==> config.mk <==
export PLATFORM = sky130hd
export DESIGN_NAME = inst_fetch_ctrl_flat
export DESIGN_NICKNAME = d
export VERILOG_FILES = /design/src/rtl/inst_fetch_ctrl_if.sv /design/src/rtl/inst_fetch_ctrl.sv /design/src/flat_wrapper.sv
export SDC_FILE = /design/constraint.sdc
export NUM_CORES = 1
export LEC_CHECK = 0
export BUFFER_PORTS_ARGS = -buffer_cell sky130_fd_sc_hd__buf_2
export CAP_MARGIN = 25
export CORE_UTILIZATION = 55
export DETAILED_ROUTE_END_ITERATION = 10
export HOLD_SLACK_MARGIN = 0.1
export PLACE_DENSITY = 0.86
export SETUP_SLACK_MARGIN = 0.2
export SYNTH_ARGS = -nofsm -noshare
export SYNTH_HDL_FRONTEND = slang
export SYNTH_SLANG_ARGS = --single-unit
export TNS_END_PERCENT = 5
==> constraint.sdc <==
create_clock -name clk -period 5.92 [get_ports clk]
set_input_delay 0.888 -clock clk [delete_from_list [all_inputs] [get_ports clk]]
set_output_delay 0.888 -clock clk [all_outputs]
set_load 0.02 [all_outputs]
==> src/rtl/inst_fetch_ctrl_if.sv <==
// Fetch-side bus bundle: instruction-memory port, redirect input and decode handshake.
// master = fetch controller, slave = surrounding pipeline / memory.
interface inst_fetch_ctrl_if #(
  parameter int WORD_LEN = 16
);
  logic [WORD_LEN-1:0] imem_addr;
  logic [WORD_LEN-1:0] imem_instr;
  logic                branch_taken;
  logic [WORD_LEN-1:0] branch_target;
  logic                dec_ready;
  logic                if_valid;
  logic [WORD_LEN-1:0] if_instr;
  logic [WORD_LEN-1:0] if_pc;
  logic                halted;

  modport master (
    output imem_addr, if_valid, if_instr, if_pc, halted,
    input  imem_instr, branch_taken, branch_target, dec_ready
  );

  modport slave (
    input  imem_addr, if_valid, if_instr, if_pc, halted,
    output imem_instr, branch_taken, branch_target, dec_ready
  );
endinterface

==> src/rtl/inst_fetch_ctrl.sv <==
// Instruction fetch sequencer: owns the PC, fills a small prefetch FIFO, hands {pc, instr} to decode.
// Optional HALT-opcode stop is enabled by defining FETCH_HALT_EN.
module inst_fetch_ctrl #(
  parameter int                  WORD_LEN   = 16,
  parameter logic [WORD_LEN-1:0] RESET_PC   = 'd8,
  parameter int                  PC_STEP    = 4,
  parameter int                  FIFO_DEPTH = 2
) (
  input  logic               clk,
  input  logic               rst,
  inst_fetch_ctrl_if.master  bus
);
  localparam int PTR_W = $clog2(FIFO_DEPTH);
  localparam int CNT_W = PTR_W + 1;

  typedef enum logic {RUN = 1'b0, HALTED = 1'b1} state_t;

  state_t              state_reg, state_next;
  logic [WORD_LEN-1:0] pc_reg, pc_next;
  logic [CNT_W-1:0]    count_reg, count_next;
  logic [PTR_W-1:0]    rd_ptr_reg, rd_ptr_next;
  logic [PTR_W-1:0]    wr_ptr_reg, wr_ptr_next;

  logic [WORD_LEN-1:0] pc_mem    [FIFO_DEPTH];
  logic [WORD_LEN-1:0] instr_mem [FIFO_DEPTH];

  logic not_empty, pop, push, halt_fetch;

  assign not_empty = (count_reg != '0);
  // Redirect wins: a same-cycle pop would retire an entry that is being flushed anyway.
  assign pop  = not_empty & bus.dec_ready & ~bus.branch_taken;
  assign push = (state_reg == RUN) & ~bus.branch_taken &
                ((count_reg < CNT_W'(FIFO_DEPTH)) | pop);

`ifdef FETCH_HALT_EN
  assign halt_fetch = push & (bus.imem_instr[WORD_LEN-1 -: 4] == 4'b1111);
  assign bus.halted = (state_reg == HALTED);
`else
  assign halt_fetch = 1'b0;
  assign bus.halted = 1'b0;
`endif

  always_comb begin
    state_next  = state_reg;
    pc_next     = pc_reg;
    count_next  = count_reg;
    rd_ptr_next = rd_ptr_reg;
    wr_ptr_next = wr_ptr_reg;
    if (bus.branch_taken) begin
      state_next  = RUN;
      pc_next     = {bus.branch_target[WORD_LEN-1:2], 2'b00};
      count_next  = '0;
      rd_ptr_next = '0;
      wr_ptr_next = '0;
    end else begin
      if (halt_fetch)
        state_next = HALTED;
      if (push) begin
        pc_next     = pc_reg + WORD_LEN'(PC_STEP);
        wr_ptr_next = wr_ptr_reg + 1'b1;
      end
      if (pop)
        rd_ptr_next = rd_ptr_reg + 1'b1;
      count_next = count_reg + CNT_W'(push) - CNT_W'(pop);
    end
  end

  always_ff @(posedge clk or posedge rst) begin
    if (rst) begin
      state_reg  <= RUN;
      pc_reg     <= RESET_PC;
      count_reg  <= '0;
      rd_ptr_reg <= '0;
      wr_ptr_reg <= '0;
    end else begin
      state_reg  <= state_next;
      pc_reg     <= pc_next;
      count_reg  <= count_next;
      rd_ptr_reg <= rd_ptr_next;
      wr_ptr_reg <= wr_ptr_next;
    end
  end

  // Storage needs no reset: entries are only visible while count says they are live.
  always_ff @(posedge clk) begin
    if (push) begin
      pc_mem[wr_ptr_reg]    <= pc_reg;
      instr_mem[wr_ptr_reg] <= bus.imem_instr;
    end
  end

  assign bus.imem_addr = pc_reg;
  assign bus.if_valid  = not_empty;
  assign bus.if_pc     = not_empty ? pc_mem[rd_ptr_reg]    : '0;
  assign bus.if_instr  = not_empty ? instr_mem[rd_ptr_reg] : '0;
endmodule

==> src/flat_wrapper.sv <==
// flat-port wrapper written by rule: the top's interface ports become plain ports
module inst_fetch_ctrl_flat 
#(
  parameter int                  WORD_LEN   = 16,
  parameter logic [WORD_LEN-1:0] RESET_PC   = 'd8,
  parameter int                  PC_STEP    = 4,
  parameter int                  FIFO_DEPTH = 2
)
  (clk, rst, bus_imem_addr, bus_if_valid, bus_if_instr, bus_if_pc, bus_halted, bus_imem_instr, bus_branch_taken, bus_branch_target, bus_dec_ready);
  inst_fetch_ctrl_if #(.WORD_LEN(WORD_LEN)) bus_i ();
  input  logic clk;
  input  logic rst;
  output wire logic [$bits(bus_i.imem_addr)-1:0] bus_imem_addr;
  output wire logic [$bits(bus_i.if_valid)-1:0] bus_if_valid;
  output wire logic [$bits(bus_i.if_instr)-1:0] bus_if_instr;
  output wire logic [$bits(bus_i.if_pc)-1:0] bus_if_pc;
  output wire logic [$bits(bus_i.halted)-1:0] bus_halted;
  input wire logic [$bits(bus_i.imem_instr)-1:0] bus_imem_instr;
  input wire logic [$bits(bus_i.branch_taken)-1:0] bus_branch_taken;
  input wire logic [$bits(bus_i.branch_target)-1:0] bus_branch_target;
  input wire logic [$bits(bus_i.dec_ready)-1:0] bus_dec_ready;
  assign bus_imem_addr = bus_i.imem_addr;
  assign bus_if_valid = bus_i.if_valid;
  assign bus_if_instr = bus_i.if_instr;
  assign bus_if_pc = bus_i.if_pc;
  assign bus_halted = bus_i.halted;
  assign bus_i.imem_instr = bus_imem_instr;
  assign bus_i.branch_taken = bus_branch_taken;
  assign bus_i.branch_target = bus_branch_target;
  assign bus_i.dec_ready = bus_dec_ready;
  inst_fetch_ctrl #(.WORD_LEN(WORD_LEN), .RESET_PC(RESET_PC), .PC_STEP(PC_STEP), .FIFO_DEPTH(FIFO_DEPTH)) u_core (.clk(clk), .rst(rst), .bus(bus_i));
endmodule
==> results of run 1 <==
==> per-layer routing <==
layer	vias up	wire (µm)
met4	0	106
met2	71	3060
met3	10	325
li1	1053	-
met1	1037	2550
met5	-	0
==> cell type report <==
type	instances	share of cell area, %
Sequential cell	78	56.1
Multi-Input combinational cell	150	25.5
Timing Repair Buffer	81	10.3
Clock buffer	14	3.80
Tap cell	75	2.34
Inverter	12	1.12
Clock inverter	2	0.872
==> stage by stage <==
step	hold WS, ns	utilization (%)	power (mW)	std cells
floorplan	0.519	-	1.19	259
global placement	0.488	64.7	1.36	396
detailed placement	0.493	64.7	1.38	396
CTS	0.511	67.9	1.75	412
global route	0.517	67.9	1.83	412
finish	0.507	67.9	1.74	412
==> where the power goes <==
group          internal (mW)  switching, mW  total, mW
registers              0.694         0.0974      0.792
clock network          0.206          0.168      0.374
logic                  0.209          0.360      0.569
total                   1.11          0.626       1.74
==> logic make-up (layout without fill, tap and decap cells) <==
group	Yosys count	count (layout)	share of synthesized area, %
AOI/OAI and AO/OA	26	26	6.12
xor gates and xnor gates	12	12	3.10
adders and majority gates	3	3	1.11
buffers and inverters	31	109	4.16
DFF	78	78	66.4
muxes	31	31	9.14
other	1	5	0.110
and+or+nand+nor	73	73	9.91
==> path summary, 6_finish.rpt <==
kind | to | slack (ns) | cells past startpoint
max | bus_if_pc[15] | 2.90 | 4
min | u_core.pc_mem[1][15]$_DFFE_PP_ | 0.51 | 0
max reg2reg | u_core.instr_mem[1][6]$_DFFE_PP_ | 3.83 | 4
min reg2reg | u_core.pc_mem[1][15]$_DFFE_PP_ | 0.51 | 0
max in group asynchronous | u_core.rd_ptr_reg$_DFFE_PP0P_ | 4.73 | 2
min in group asynchronous | u_core.count_reg[0]$_DFF_PP0_ | 0.67 | 2
==> layout by cell type (no fill, tap or decap), types with 2 or more instances in the layout <==
master and instances:
sky130_fd_sc_hd__o21ai_0 8, sky130_fd_sc_hd__a211oi_1 5, sky130_fd_sc_hd__dfrtp_1 16, sky130_fd_sc_hd__o21ai_1 2, sky130_fd_sc_hd__and2_1 2, sky130_fd_sc_hd__nand3_1 3
sky130_fd_sc_hd__buf_4 3, sky130_fd_sc_hd__inv_1 12, sky130_fd_sc_hd__clkbuf_8 10, sky130_fd_sc_hd__clkbuf_1 4, sky130_fd_sc_hd__mux2i_1 31, sky130_fd_sc_hd__xnor2_1 8
sky130_fd_sc_hd__a2111oi_2 3, sky130_fd_sc_hd__edfxtp_1 60, sky130_fd_sc_hd__nand4_1 3, sky130_fd_sc_hd__ha_1 3, sky130_fd_sc_hd__nor2_1 41, sky130_fd_sc_hd__nand2_1 15
sky130_fd_sc_hd__buf_2 78, sky130_fd_sc_hd__conb_1 5, sky130_fd_sc_hd__nor2b_1 2, sky130_fd_sc_hd__xor2_1 4
==> flow_results.xml, run 1 <==
<?xml version="1.0" encoding="UTF-8"?>
<metrics>
  <group name="sta">
    <metric name="final.setup.worst_slack" unit="ns">2.90</metric>
    <metric name="fin_crit_sh" unit="%">51.1</metric>
    <metric name="finClkSkew" unit="ns">0.00542</metric>
    <metric name="fin_tns_setup" unit="ns">0</metric>
    <metric name="finalHoldViolCount" unit="">0</metric>
    <metric name="slew_headroom" unit="%">37.7</metric>
    <metric name="setup_repair_after_global_routing_missed_its_margin" unit="">false</metric>
    <metric name="timing_worst_slew_pin_value" unit="ns">0.935</metric>
    <metric name="post-route-min-period" unit="ns">3.02</metric>
    <metric name="drv_slew" unit="">0</metric>
    <metric name="max_freq" unit="MHz">331</metric>
    <metric name="setup_violations" unit="">0</metric>
  </group>
  <group name="clocking">
    <metric name="clkSinkCount" unit="">78</metric>
    <metric name="worst_skew_pair.late_latency" unit="ns">0.34</metric>
    <metric name="cts-htree-levels" unit="">3</metric>
    <metric name="worst_setup_hold_path_clk_slew" unit="ns">0.07</metric>
    <metric name="ctsHoldBuffers" unit="">0</metric>
    <metric name="numCtsBuffers" unit="">9</metric>
    <metric name="cts_buffer_depth" unit="">2</metric>
    <metric name="cts_setup_buffers" unit="">0</metric>
    <metric name="cts_tree" unit="">yes</metric>
    <metric name="clock-root-buffer" unit="">sky130_fd_sc_hd__clkbuf_8</metric>
    <metric name="cts.repair.resized" unit="">0</metric>
  </group>
  <group name="placed_design">
    <metric name="dp_hpwl" unit="µm">3980</metric>
    <metric name="finalWeightedCongestion" unit="">0.758</metric>
    <metric name="io_buffers" unit="">78</metric>
    <metric name="dp_slack" unit="ns">3.28</metric>
    <metric name="detailed_place.area" unit="µm²">3830</metric>
  </group>
  <group name="worst_setup_path">
    <metric name="cp_num_buf_inv" unit="">2</metric>
    <metric name="worst_stage_delay_on_the_critical_path" unit="ns">0.62</metric>
    <metric name="critical_path.max_fanout" unit="">18</metric>
    <metric name="critical_path.reg2reg.startpoint" unit="">u_core.count_reg[1]$_DFF_PP0_</metric>
    <metric name="critical_path.cell_chain" unit="">nor2_2, buf_4, nor2_1, buf_2</metric>
    <metric name="worstPathRequired" unit="ns">5.03</metric>
    <metric name="critPathSlowestCell" unit="">sky130_fd_sc_hd__nor2_2</metric>
    <metric name="worst_setup_path_end_kind" unit="">primary output</metric>
    <metric name="cp-startpoint" unit="">u_core.count_reg[1]$_DFF_PP0_</metric>
    <metric name="critical_path.top_delay_family" unit="">simple AND/OR/NAND/NOR gates</metric>
    <metric name="startpoint_type" unit="">flop</metric>
    <metric name="timing.setup.critical_path_class" unit="">reg2out</metric>
    <metric name="critPathArrivalTime" unit="ns">2.13</metric>
  </group>
  <group name="die">
    <metric name="start_util" unit="%">57.4</metric>
    <metric name="die_height" unit="µm">80.6</metric>
    <metric name="core_area" unit="µm²">5920</metric>
    <metric name="ioPinCount" unit="">86</metric>
    <metric name="design.die.area" unit="µm²">6490</metric>
    <metric name="num_rows" unit="">28</metric>
    <metric name="chipWidth" unit="µm">80.6</metric>
  </group>
  <group name="grt">
    <metric name="grtUsageMet2" unit="%">33.1</metric>
    <metric name="grt_pass1_vias" unit="">1956</metric>
    <metric name="top_usage_layer" unit="">met2</metric>
    <metric name="maximum_number_of_pins_on_one_net_before_global_route_repair" unit="">39</metric>
    <metric name="overflow" unit="">0</metric>
    <metric name="grt_usage" unit="%">19.8</metric>
    <metric name="use_met3" unit="%">3.75</metric>
    <metric name="grt_antenna_before_repair" unit="">0</metric>
    <metric name="grt_first_pass_wirelength" unit="µm">9290</metric>
    <metric name="groute.layer.met1.usage" unit="%">25.0</metric>
  </group>
  <group name="worst_hold_path">
    <metric name="holdCritPathClass" unit="">reg2reg</metric>
    <metric name="hold_wc_startpoint" unit="">u_core.bus.imem_addr[15]$_DFFE_PP0P_</metric>
  </group>
  <group name="run_status">
    <metric name="status" unit="">finished, final reports clean</metric>
  </group>
  <group name="routing">
    <metric name="routed-via-count" unit="">2171</metric>
    <metric name="drt_first_pass_iters" unit="">4</metric>
    <metric name="total_drc_errors_in_the_routed_layout" unit="">0</metric>
    <metric name="drt_first_iter_violations" unit="">90</metric>
    <metric name="postRouteAntennaNets" unit="">0</metric>
    <metric name="post_drt_wl_per_cell" unit="µm">14.7</metric>
    <metric name="routed_wirelength" unit="µm">6050</metric>
    <metric name="routed_via_density" unit="">5.27</metric>
  </group>
  <group name="pwr">
    <metric name="power-per-cell-area" unit="nW/µm²">432</metric>
    <metric name="max-vdd-ir-drop" unit="µV">245</metric>
    <metric name="leakagePower" unit="nW">1.64</metric>
  </group>
  <group name="yosys">
    <metric name="mappedNetlistArea" unit="µm²">3400</metric>
    <metric name="synth.area.top_cells" unit="">sky130_fd_sc_hd__edfxtp_1 (53%), sky130_fd_sc_hd__dfrtp_1 (13%), sky130_fd_sc_hd__mux2i_1 (9.1%)</metric>
    <metric name="postSynthRegisterBits" unit="">78</metric>
    <metric name="ys.warnings.count" unit="">0</metric>
    <metric name="asyncSetResetFlopFracSynth" unit="%">23.1</metric>
    <metric name="yosysMostFrequentCell" unit="">sky130_fd_sc_hd__edfxtp_1</metric>
    <metric name="synthDistinctLibCells" unit="">36</metric>
    <metric name="synth_ff_type" unit="">sky130_fd_sc_hd__edfxtp_1</metric>
    <metric name="synth_sequential_area_ratio" unit="%">66.4</metric>
    <metric name="synth_cells" unit="">255</metric>
    <metric name="netlist.area_leader.share" unit="%">53.1</metric>
    <metric name="syn-mean-instance-area" unit="µm²">13.3</metric>
    <metric name="netlist_top_cells_count" unit="">sky130_fd_sc_hd__edfxtp_1 (60), sky130_fd_sc_hd__nor2_1 (42), sky130_fd_sc_hd__mux2i_1 (31), sky130_fd_sc_hd__dfrtp_1 (17), sky130_fd_sc_hd__nand2_1 (15)</metric>
    <metric name="synth_edf_count" unit="">60</metric>
    <metric name="synth_largest_area_cell" unit="">sky130_fd_sc_hd__edfxtp_1</metric>
  </group>
  <group name="final_layout">
    <metric name="final_nets" unit="">371</metric>
    <metric name="largest_register_ffs" unit="">32</metric>
    <metric name="sequential_cell_area_in_the_final_layout" unit="µm²">2250</metric>
    <metric name="layout-drive-gt1-share" unit="%">31.5</metric>
    <metric name="final_design_area_no_fill" unit="µm²">4020</metric>
    <metric name="number_of_inserted_filler_cells_in_the_final_layout" unit="">427</metric>
    <metric name="antenna_cells_inserted" unit="">0</metric>
    <metric name="registers.top_by_ff_count" unit="">u_core.instr_mem</metric>
    <metric name="flow.area_growth_from_synthesis" unit="%">18.3</metric>
    <metric name="multi_input_area" unit="µm²">1020</metric>
  </group>
  <group name="job">
    <metric name="maxCapViolCount" unit="">0</metric>
  </group>
</metrics>
Note: power is estimated with default switching activity, not from simulation.
==> inputs of run 2 (changes only) <==
CORE_UTILIZATION = 53   (was 55)
PLACE_DENSITY = 0.84   (was 0.86)
clock period = 2.9 ns   (was 5.92 ns; I/O delays follow)
==> run 2 against run 1 <==
  * Non-clock buffer count is 2 higher
  * Utilization fell by 0.97 points
  * Critical path depth fell by 1
  * Sequential cell count unchanged
  * Die area rose by 3.7%
  * Clock skew up 0.0072 ns
  * Routed wire length decreased by 1.0%
  * Sequential power is 100% higher
==> flow_results.xml, run 2 (same netlist as run 1, synthesis figures left out) <==
<?xml version="1.0" encoding="UTF-8"?>
<metrics>
  <group name="pwr">
    <metric name="power-per-cell-area" unit="nW/µm²">894</metric>
    <metric name="p_int" unit="mW">2.33</metric>
    <metric name="post-layout-total-power" unit="mW">3.62</metric>
    <metric name="power.share.sequential" unit="%">43.8</metric>
    <metric name="share_of_total_power_consumed_by_net_switching" unit="%">35.6</metric>
    <metric name="p_switching" unit="mW">1.29</metric>
    <metric name="max-vdd-ir-drop" unit="µV">478</metric>
    <metric name="comb_power_share" unit="%">33.1</metric>
    <metric name="power.clock.fraction" unit="%">23.1</metric>
    <metric name="leakagePower" unit="nW">1.65</metric>
  </group>
  <group name="placed_design">
    <metric name="io_buffers" unit="">78</metric>
    <metric name="finalWeightedCongestion" unit="">0.826</metric>
    <metric name="dp_hpwl" unit="µm">3960</metric>
    <metric name="place_inst" unit="">398</metric>
    <metric name="dp_slack" unit="ns">0.703</metric>
  </group>
  <group name="worst_hold_path">
    <metric name="holdCritPathClass" unit="">in2async</metric>
  </group>
  <group name="sta">
    <metric name="slew_headroom" unit="%">40.6</metric>
    <metric name="fin_tns_setup" unit="ns">0</metric>
    <metric name="post-route-min-period" unit="ns">2.27</metric>
    <metric name="max_freq" unit="MHz">441</metric>
    <metric name="setup_violations" unit="">0</metric>
    <metric name="setup_repair_after_global_routing_missed_its_margin" unit="">false</metric>
    <metric name="timing_worst_slew_pin_value" unit="ns">0.892</metric>
    <metric name="finalHoldViolCount" unit="">0</metric>
    <metric name="fin_crit_sh" unit="%">78.1</metric>
    <metric name="final.setup.worst_slack" unit="ns">0.634</metric>
    <metric name="drv_slew" unit="">0</metric>
    <metric name="finClkSkew" unit="ns">0.0126</metric>
  </group>
  <group name="clocking">
    <metric name="cts_buffer_depth" unit="">2</metric>
    <metric name="numCtsBuffers" unit="">9</metric>
    <metric name="cts-htree-levels" unit="">3</metric>
    <metric name="ctsHoldBuffers" unit="">0</metric>
    <metric name="worst_skew_pair.late_latency" unit="ns">0.34</metric>
    <metric name="clkSinkCount" unit="">78</metric>
    <metric name="cts_tree" unit="">yes</metric>
    <metric name="worst_setup_hold_path_clk_slew" unit="ns">0.08</metric>
    <metric name="clock-root-buffer" unit="">sky130_fd_sc_hd__clkbuf_8</metric>
    <metric name="cts.repair.resized" unit="">0</metric>
    <metric name="cts_setup_buffers" unit="">0</metric>
  </group>
  <group name="worst_setup_path">
    <metric name="worst_setup_path_end_kind" unit="">primary output</metric>
    <metric name="cp-startpoint" unit="">u_core.rd_ptr_reg$_DFFE_PP0P_</metric>
    <metric name="critical_path.reg2reg.startpoint" unit="">u_core.count_reg[1]$_DFF_PP0_</metric>
    <metric name="worst-r2r-cell-count" unit="">4</metric>
    <metric name="r2r_slack" unit="ns">0.98</metric>
    <metric name="startpoint_type" unit="">flop</metric>
    <metric name="worstPathRequired" unit="ns">2.47</metric>
    <metric name="endpoint" unit="">bus_if_pc[10]</metric>
    <metric name="critPathArrivalTime" unit="ns">1.83</metric>
    <metric name="end_of_the_worst_register_to_register_path" unit="">u_core.pc_mem[1][14]$_DFFE_PP_</metric>
    <metric name="critical_path.max_fanout" unit="">31</metric>
    <metric name="timing.setup.critical_path_class" unit="">reg2out</metric>
  </group>
  <group name="grt">
    <metric name="grt_pass1_vias" unit="">1957</metric>
    <metric name="grt_first_pass_wirelength" unit="µm">9200</metric>
    <metric name="overflow" unit="">0</metric>
    <metric name="grt_usage" unit="%">19.1</metric>
    <metric name="maximum_number_of_pins_on_one_net_before_global_route_repair" unit="">39</metric>
    <metric name="grt_antenna_before_repair" unit="">0</metric>
  </group>
  <group name="run_status">
    <metric name="status" unit="">finished, final reports clean</metric>
  </group>
  <group name="routing">
    <metric name="routed_wirelength" unit="µm">5990</metric>
    <metric name="routed-via-count" unit="">2151</metric>
    <metric name="postRouteAntennaNets" unit="">0</metric>
    <metric name="post_drt_wl_per_cell" unit="µm">14.5</metric>
    <metric name="total_drc_errors_in_the_routed_layout" unit="">0</metric>
    <metric name="routed_via_density" unit="">5.21</metric>
    <metric name="drt_first_iter_violations" unit="">76</metric>
    <metric name="drt_first_pass_iters" unit="">4</metric>
  </group>
  <group name="final_layout">
    <metric name="layout.cells.most_common_list" unit="">sky130_fd_sc_hd__buf_2 (78), sky130_fd_sc_hd__edfxtp_1 (60), sky130_fd_sc_hd__nor2_1 (41)</metric>
    <metric name="antenna_cells_inserted" unit="">0</metric>
    <metric name="largest_register_ffs" unit="">32</metric>
    <metric name="number_of_inserted_filler_cells_in_the_final_layout" unit="">456</metric>
    <metric name="final_common_cell" unit="">sky130_fd_sc_hd__buf_2</metric>
    <metric name="post_layout_nonfiller_instances" unit="">413</metric>
    <metric name="registers.top_by_ff_count" unit="">u_core.instr_mem</metric>
    <metric name="flow.area_growth_from_synthesis" unit="%">19.4</metric>
    <metric name="layout-drive-gt1-share" unit="%">32.0</metric>
    <metric name="final_nets" unit="">373</metric>
  </group>
  <group name="die">
    <metric name="chipWidth" unit="µm">82.0</metric>
    <metric name="ioPinCount" unit="">86</metric>
    <metric name="die_height" unit="µm">82.0</metric>
    <metric name="start_util" unit="%">56.0</metric>
    <metric name="num_rows" unit="">28</metric>
    <metric name="core_area" unit="µm²">6060</metric>
    <metric name="design.die.area" unit="µm²">6730</metric>
  </group>
  <group name="job">
    <metric name="maxCapViolCount" unit="">0</metric>
  </group>
</metrics>
-- run 2: cell count changes in the layout (fill, tap and decap cells not counted) --
cell                         before  now
sky130_fd_sc_hd__clkbuf_1         4    1
sky130_fd_sc_hd__buf_4            3    5
sky130_fd_sc_hd__clkinv_1         0    2
sky130_fd_sc_hd__bufinv_16        1    2
sky130_fd_sc_hd__clkbuf_8        10    9
sky130_fd_sc_hd__clkinv_2         1    0
sky130_fd_sc_hd__clkinvlp_4       0    1
sky130_fd_sc_hd__nor3_2           1    0
sky130_fd_sc_hd__nor3_4           1    2
-- run 2: worst min path at each step --
stage | endpoint | slack, ns | cells past startpoint
2_1_floorplan | u_core.bus.imem_addr[10]$_DFFE_PP0P_ | 0.37 | 1
3_3_place_gp | u_core.pc_mem[1][15]$_DFFE_PP_ | 0.50 | 0
3_5_place_dp | u_core.pc_mem[0][15]$_DFFE_PP_ | 0.50 | 0
4_1_cts | u_core.wr_ptr_reg$_DFFE_PP0P_ | 0.22 | 2
5_1_grt | u_core.bus.imem_addr[6]$_DFFE_PP0P_ | 0.26 | 2
6_report | u_core.wr_ptr_reg$_DFFE_PP0P_ | 0.20 | 2
-- run 2: cell type report --
class	instances	area (µm²)	share of cell area [%]
sequential	78	2250	55.6
clock inverter	5	75.1	1.85
tap	75	93.8	2.31
multi-input combinational	150	1030	25.4
inverter	12	45.0	1.11
clock buffer	10	128	3.15
timing repair buffer	83	428	10.6
-- run 2: per-layer routing --
metal | vias to the layer above | track usage [%] | share of wire, % | routed length [µm]
met3 | 10 | 3.67 | 4.5 | 268
met4 | 0 | 9.47 | 1.5 | 92
li1 | 1050 | - | - | -
met5 | - | 0 | 0 | 0
met2 | 57 | 29.8 | 48 | 2900
met1 | 1034 | 25.7 | 46 | 2730
-- run 2: critical path: stages, from the launching register on --
cell                      delay (ns)
sky130_fd_sc_hd__dfrtp_2        0.96
sky130_fd_sc_hd__mux2i_1        0.31
sky130_fd_sc_hd__nor2_1         0.06
sky130_fd_sc_hd__buf_2          0.17
-- run 2: through the flow --
stage	area (µm²)	utilization, %	hold slack [ns]
after global routing	4050	66.9	0.255
after floorplan	3420	-	0.373
final	4050	66.9	0.195
after global placement	3850	63.5	0.502
after CTS	4050	66.9	0.217
after detailed placement	3850	63.5	0.501
-- run 2: power groups by stage --
stage	sequential (mW)	clock, mW	combinational [mW]
2_1_floorplan	1.55	0	0.876
3_3_place_gp	1.60	0	1.20
3_5_place_dp	1.61	0	1.22
4_1_cts	1.59	0.857	1.22
5_1_grt	1.61	0.895	1.33
6_report	1.59	0.838	1.20
